[src/rtl/int_alu_scheduler.sv]
// int_alu_scheduler: issues tagged integer ops to ADD/SUB/MUL/DIV units and
// drains their held results onto the single CDB port in round-robin order.
package int_alu_pkg;
   localparam int INT_DATA_W = 32;
endpackage

module int_alu_unit #(
   parameter int DATA_W = 32,
   parameter int OP = 0,
   parameter int LAT = 0
) (
   input  logic              clk,
   input  logic              rst,
   input  logic              start,
   input  logic [DATA_W-1:0] a,
   input  logic [DATA_W-1:0] b,
   output logic              busy,
   output logic [DATA_W-1:0] res
);
   logic [DATA_W-1:0] res_q, res_d;
   logic [3:0] cnt_q, cnt_d;
   always_comb begin
      res_d = res_q;
      cnt_d = (cnt_q != 4'd0) ? cnt_q - 4'd1 : cnt_q;
      if (start) begin
         res_d = (OP == 0) ? a + b : (OP == 1) ? a - b : (OP == 2) ? a * b : (b == '0) ? '0 : a / b;
         cnt_d = 4'(LAT);
      end
   end
   always_ff @(posedge clk) begin
      if (rst) begin
         res_q <= '0;
         cnt_q <= '0;
      end else begin
         res_q <= res_d;
         cnt_q <= cnt_d;
      end
   end
   assign busy = cnt_q != 4'd0;
   assign res = res_q;
endmodule

module int_alu_scheduler
   import int_alu_pkg::*;
#(
   parameter int DATA_W = INT_DATA_W,
   parameter int TAG_W = 6
) (
   input  logic              clk,
   input  logic              rst,
   input  logic              issue_valid,
   input  logic [1:0]        issue_op,
   input  logic [DATA_W-1:0] issue_a,
   input  logic [DATA_W-1:0] issue_b,
   input  logic [TAG_W-1:0]  issue_tag,
   output logic              issue_ready,
   output logic [3:0]        unit_free,
   input  logic              flush,
   output logic              wb_valid,
   output logic [TAG_W-1:0]  wb_tag,
   output logic [DATA_W-1:0] wb_data,
   input  logic              wb_ready
);
   typedef enum logic [1:0] {IDLE, BUSY, DONE} st_t;
   st_t st_q [4], st_d [4];
   logic [TAG_W-1:0] tag_q [4], tag_d [4];
   logic [DATA_W-1:0] hold_q [4], hold_d [4], res [4];
   logic [3:0] sq_q, sq_d, bprev_q, bprev_d, busy, start, cmp, done;
   logic [1:0] ptr_q, ptr_d, gnt_q, gnt_d, rr, gnt;
   logic lock_q, lock_d, fire, hs;

   for (genvar g = 0; g < 4; g++) begin : g_unit
      int_alu_unit #(.DATA_W(DATA_W), .OP(g), .LAT(g == 2 ? 4 : g == 3 ? 8 : 0)) u_unit (
         .clk(clk), .rst(rst), .start(start[g]), .a(issue_a), .b(issue_b), .busy(busy[g]), .res(res[g]));
      assign done[g] = st_q[g] == DONE;
      assign unit_free[g] = st_q[g] == IDLE;
      assign start[g] = fire && issue_op == 2'(g);
      // ADD/SUB results are registered one cycle after start; MUL/DIV finish on busy's falling edge
      assign cmp[g] = (g < 2) || (bprev_q[g] && !busy[g]);
   end

   always_comb begin
      rr = ptr_q;
      for (int k = 3; k >= 0; k--)
         if (done[ptr_q + 2'(k)]) rr = ptr_q + 2'(k);
      // an unaccepted grant stays locked so the CDB payload cannot change under backpressure
      gnt = lock_q ? gnt_q : rr;
      wb_valid = |done && !flush && !rst;
      hs = wb_valid && wb_ready;
      issue_ready = !rst && !flush && (st_q[issue_op] == IDLE || (st_q[issue_op] == DONE && hs && gnt == issue_op));
      fire = issue_valid && issue_ready;
      wb_tag = wb_valid ? tag_q[gnt] : '0;
      wb_data = wb_valid ? hold_q[gnt] : '0;
      ptr_d = hs ? gnt + 2'd1 : ptr_q;
      lock_d = wb_valid && !wb_ready;
      gnt_d = gnt;
      bprev_d = busy;
   end

   always_comb begin
      for (int i = 0; i < 4; i++) begin
         st_d[i] = st_q[i];
         sq_d[i] = sq_q[i];
         tag_d[i] = tag_q[i];
         hold_d[i] = hold_q[i];
         if (flush) begin
            if (st_q[i] == DONE) st_d[i] = IDLE;
            if (st_q[i] == BUSY && cmp[i]) begin
               st_d[i] = IDLE;
               sq_d[i] = 1'b0;
            end else if (st_q[i] == BUSY) sq_d[i] = 1'b1;
         end else begin
            if (st_q[i] == BUSY && cmp[i]) begin
               st_d[i] = sq_q[i] ? IDLE : DONE;
               sq_d[i] = 1'b0;
               if (!sq_q[i]) hold_d[i] = res[i];
            end
            if (hs && gnt == 2'(i)) st_d[i] = IDLE;
            if (start[i]) begin
               st_d[i] = BUSY;
               tag_d[i] = issue_tag;
            end
         end
      end
   end

   always_ff @(posedge clk) begin
      if (rst) begin
         for (int i = 0; i < 4; i++) begin
            st_q[i] <= IDLE;
            tag_q[i] <= '0;
            hold_q[i] <= '0;
         end
         sq_q <= '0;
         bprev_q <= '0;
         ptr_q <= '0;
         gnt_q <= '0;
         lock_q <= 1'b0;
      end else begin
         for (int i = 0; i < 4; i++) begin
            st_q[i] <= st_d[i];
            tag_q[i] <= tag_d[i];
            hold_q[i] <= hold_d[i];
         end
         sq_q <= sq_d;
         bprev_q <= bprev_d;
         ptr_q <= ptr_d;
         gnt_q <= gnt_d;
         lock_q <= lock_d;
      end
   end
endmodule

[config.mk]
export PLATFORM = sky130hd
export DESIGN_NAME = int_alu_scheduler
export DESIGN_NICKNAME = d
export VERILOG_FILES = /design/src/rtl/int_alu_scheduler.sv
export SDC_FILE = /design/constraint.sdc
export NUM_CORES = 2
export LEC_CHECK = 0
export CAP_MARGIN = 20
export CORE_MARGIN = 5
export CORE_UTILIZATION = 50
export DETAILED_ROUTE_END_ITERATION = 10
export PLACE_DENSITY = 0.65
export SLEW_MARGIN = 20
export SYNTH_ARGS = -nofsm -noshare
export SYNTH_HDL_FRONTEND = slang
export SYNTH_SLANG_ARGS = --single-unit
export TNS_END_PERCENT = 5
[constraint.sdc]
create_clock -name clk -period 204.3 [get_ports clk]
set_input_delay 61.29 -clock clk [delete_from_list [all_inputs] [get_ports clk]]
set_output_delay 61.29 -clock clk [all_outputs]
set_load 0.01 [all_outputs]
==> results.md <==
- Status: finished clean
- Cell row count: between 100 and 150
- Slew @ Worst Pin: roughly 1.2 ns
- DP HPWL: 179900 µm
- Chip width: 352.9 µm
- Worst Hold Launch: g_unit[2].u_unit.res[15]$_SDFFE_PP0P_
- Largest family of logic cells by synthesized area: adder cells
- Peak VDD IR: around 44 µV
- Clk_skew: 0.03737 ns
- Final wirelength: 237600 µm
- Net Count, Synth: 8640
- Final hold violation count: 0
- IO Pins: 121
- Die span in y: around 350 µm
- Yosys warnings: 0
- Congestion Overflow GR: 0
- Vias in the first global route: roughly 55000
- Initial DRC count: 6113
- CTS Root Cell: clkbuf_16
- Startpoint Class: primary input
- Cell with the most instances after synthesis: nand2_1
- CTS tree: done
- CP max stage delay: 0.84 ns
- Cell Area, Synth: 58770 µm²
- Worst path slowest cell: o21ai_0
- Synth area leader: ha_1
- Mux contribution to synthesized area: 0.03102
- Setup TNS: 0 ns
- Share of layout cells above drive strength 1: 0.05958
- Tcrit/Tclk final: 0.7189
- Synth cell types: 106
- CTS Buf Count: 37
- Antenna violations before repair: 13
- Xor/xnor cell area share of the yosys netlist: 0.07138
- GRT Total Usage: 0.3676
- Placer Congestion: 1.038
- Crit path kind: in -> reg
- Critical Path End Type: register
- Fillers: 11211
- Die area: 124500 µm²
- Drt wl/cell: 26.51 µm
- Reg2Reg Depth: 15
- R2r endpoint: tag_q[3][3]$_SDFFCE_PN0P_
- WHS Endpoint: g_unit[2].u_unit.res[15]$_SDFFE_PP0P_
- Reg clk slew, reported paths: 0.06 ns
- Min Tclk post-route: 146.86 ns
- Synth top area cells: ha_1 (15%), fa_1 (14%), edfxtp_1 (7.8%)
- Synth Area in Compound Gates: 0.2033
- Post-route ant nets: 0
- Post-synthesis simple-gate area fraction: 0.2045
- RSZ-0062 raised after global routing: false
- Slew HR: 0.2175
- CTS Sinks: 305
- Achievable Freq: approximately 6.8 MHz
- Post-Syn Area per Cell: 7.909 µm²
- Vias: roughly 57000
- Buffers on Ports: 120
- Leakage: around 29 nW
- Max-slew violation count: 0
- Asr flop ratio synth: 0
- Synthesis-stage register bit count: 305
- Core area: 116500 µm²
- First-pass GRT wire length: roughly 350000 µm
- Setup-failing EPs final: 0
- Worst skew pair latency: 0.58 ns
- Fin nets: 8616
- List of most frequent post-synthesis cells: nand2_1 (916), ha_1 (722), inv_1 (707), nor2_1 (638), a21oi_1 (478)
- Setup Fix Bufs, Post-CTS: 0
- Clock tree buffer depth: 3
- Post-Syn Instances: between 7000 and 8000
- Worst EP arrival: 147.32 ns
- Hold Buf Count CTS: 0
- Critical-path maximum fanout: 31
- Launching point of the worst reg2reg path: st_q[2][0]$_SDFFE_PP0P_
- Htree depth: 2
- EDFF count, synth: 152
- DRT Pass-1 Iters: 6
- Min-delay worst type: reg -> reg
- Pwr Density: 13.55 nW/µm²
- Top_reg_cell synth: dfxtp_1
- FF-to-FF setup slack: 198.94 ns
- Crit path top cell by count: a21oi_1
- DR vias/cell: 6.372
- Hold Path Stages: 2
- P&R area growth vs syn: 7.225%
- Adder-Cell Fraction of Synth Area: 0.2934
- Starting Density: 0.5044
- Max-Cap Viols: 0
- Largest net degree at the start of global routing: 63
- Sequential-to-total area share from yosys stat: 0.1298
- Post-CTS sizing: 0
- # DRC: 0
- Top cell type's share of synthesized area: 0.1537
- WP data required: 204.76 ns
- Final core utilization: 0.5409
[final cells by class]
class / instances / area, µm² / share of cell area
clock buffer: 44 / 962.2 / 0.01527
multi-input combinational: 6092 / 47380 / 0.7518
sequential: 305 / 7627 / 0.1210
clock inverter: 23 / 215.2 / 0.003415
antenna: 3 / 7.507 / 0.0001191
timing repair buffer: 261 / 2260 / 0.03586
inverter: 710 / 2665 / 0.04229
tap: 1524 / 1907 / 0.03026
[logic make-up after synthesis]
family,after synthesis
simple gates,2573
compound gates,1782
fa+ha+maj,1132
buf+inv,1034
xor+xnor,479
flops,305
mux,126
[cell usage in the layout (no fill, tap or decap), drive strengths merged, types with 44 or more instances in the layout]
master,synthesis,layout
nand2b,55,55
mux2,56,56
o21bai,49,49
a21oi,480,480
nand3,155,155
and2,272,272
nor2,638,638
fa,410,410
inv,708,714
o211ai,73,73
nor3,164,164
nand2,916,916
xor2,162,162
o31ai,51,51
ha,722,722
a31oi,86,86
clkbuf,262,44
nand4,50,50
xnor2,317,317
or3,66,66
a21o,169,169
a211oi,84,84
dfxtp,153,153
nor2b,74,74
clkdlybuf4s50,0,117
buf,62,144
and3,49,49
edfxtp,152,152
o21ai,293,293
o21a,146,146
[report_power, final]
part	leakage, nW	switching (W)	total [W]	internal, W
combinational	25.6	0.000420	0.000717	0.000298
clock	0.581	0.0000293	0.0000671	0.0000378
sequential	2.81	0.00000153	0.0000692	0.0000676
[layer usage]
metal,vias up,wire length (µm),track usage
met3,641,24260,0.07587
met1,27681,97380,0.4898
met2,2967,103200,0.5800
met5,-,71,0
met4,10,12680,0.1589
li1,25807,-,-
[stage by stage]
step / std cells / area [µm²] / total power [W] / hold slack (ns) / worst slack, ns
after floorplan: 7431 / 58770 / 0.0005850 / 0.4242 / 73.60
after global placement: 8889 / 61800 / 0.0007750 / 0.4324 / 60.69
after detailed placement: 8889 / 61800 / 0.0007809 / 0.4381 / 58.85
after CTS: 8956 / 62970 / 0.0008526 / 0.4463 / 59.18
after global routing: 8959 / 63010 / 0.0009336 / 0.4680 / 52.42
final: 8962 / 63020 / 0.0008537 / 0.4430 / 57.44
[state kept, by name (all words and copies together), names as in the netlist]
| name | cells |
|---|---|
| ptr_q | 2 |
| hold_q | 128 |
| g_unit.u_unit.cnt_q | 8 |
| tag_q | 24 |
| st_q | 8 |
| lock_q | 1 |
| bprev_q | 2 |
| g_unit.u_unit.res | 128 |
| gnt_q | 2 |
| sq_q | 2 |
[worst max path at each step]
stage	cells past startpoint	slack (ns)	endpoint	startpoint
after CTS	306	59.18	g_unit[3].u_unit.res[0]$_SDFFE_PP0P_	issue_b[30]
after floorplan	329	73.60	g_unit[3].u_unit.res[0]$_SDFFE_PP0P_	issue_b[23]
after global routing	307	52.42	g_unit[3].u_unit.res[0]$_SDFFE_PP0P_	issue_b[30]
after detailed placement	306	58.85	g_unit[3].u_unit.res[0]$_SDFFE_PP0P_	issue_b[30]
final	308	57.44	g_unit[3].u_unit.res[0]$_SDFFE_PP0P_	issue_b[31]
after global placement	300	60.69	g_unit[3].u_unit.res[0]$_SDFFE_PP0P_	issue_b[30]
[worst max-delay path, delay by kind of cell]
family	cells	cell delay (ns)
simple gates	75	17.10
mux	2	0.82
compound gates	176	52.03
fa+ha+maj	31	10.11
buf+inv	24	5.75
Note: power is estimated with default switching activity, not from simulation.
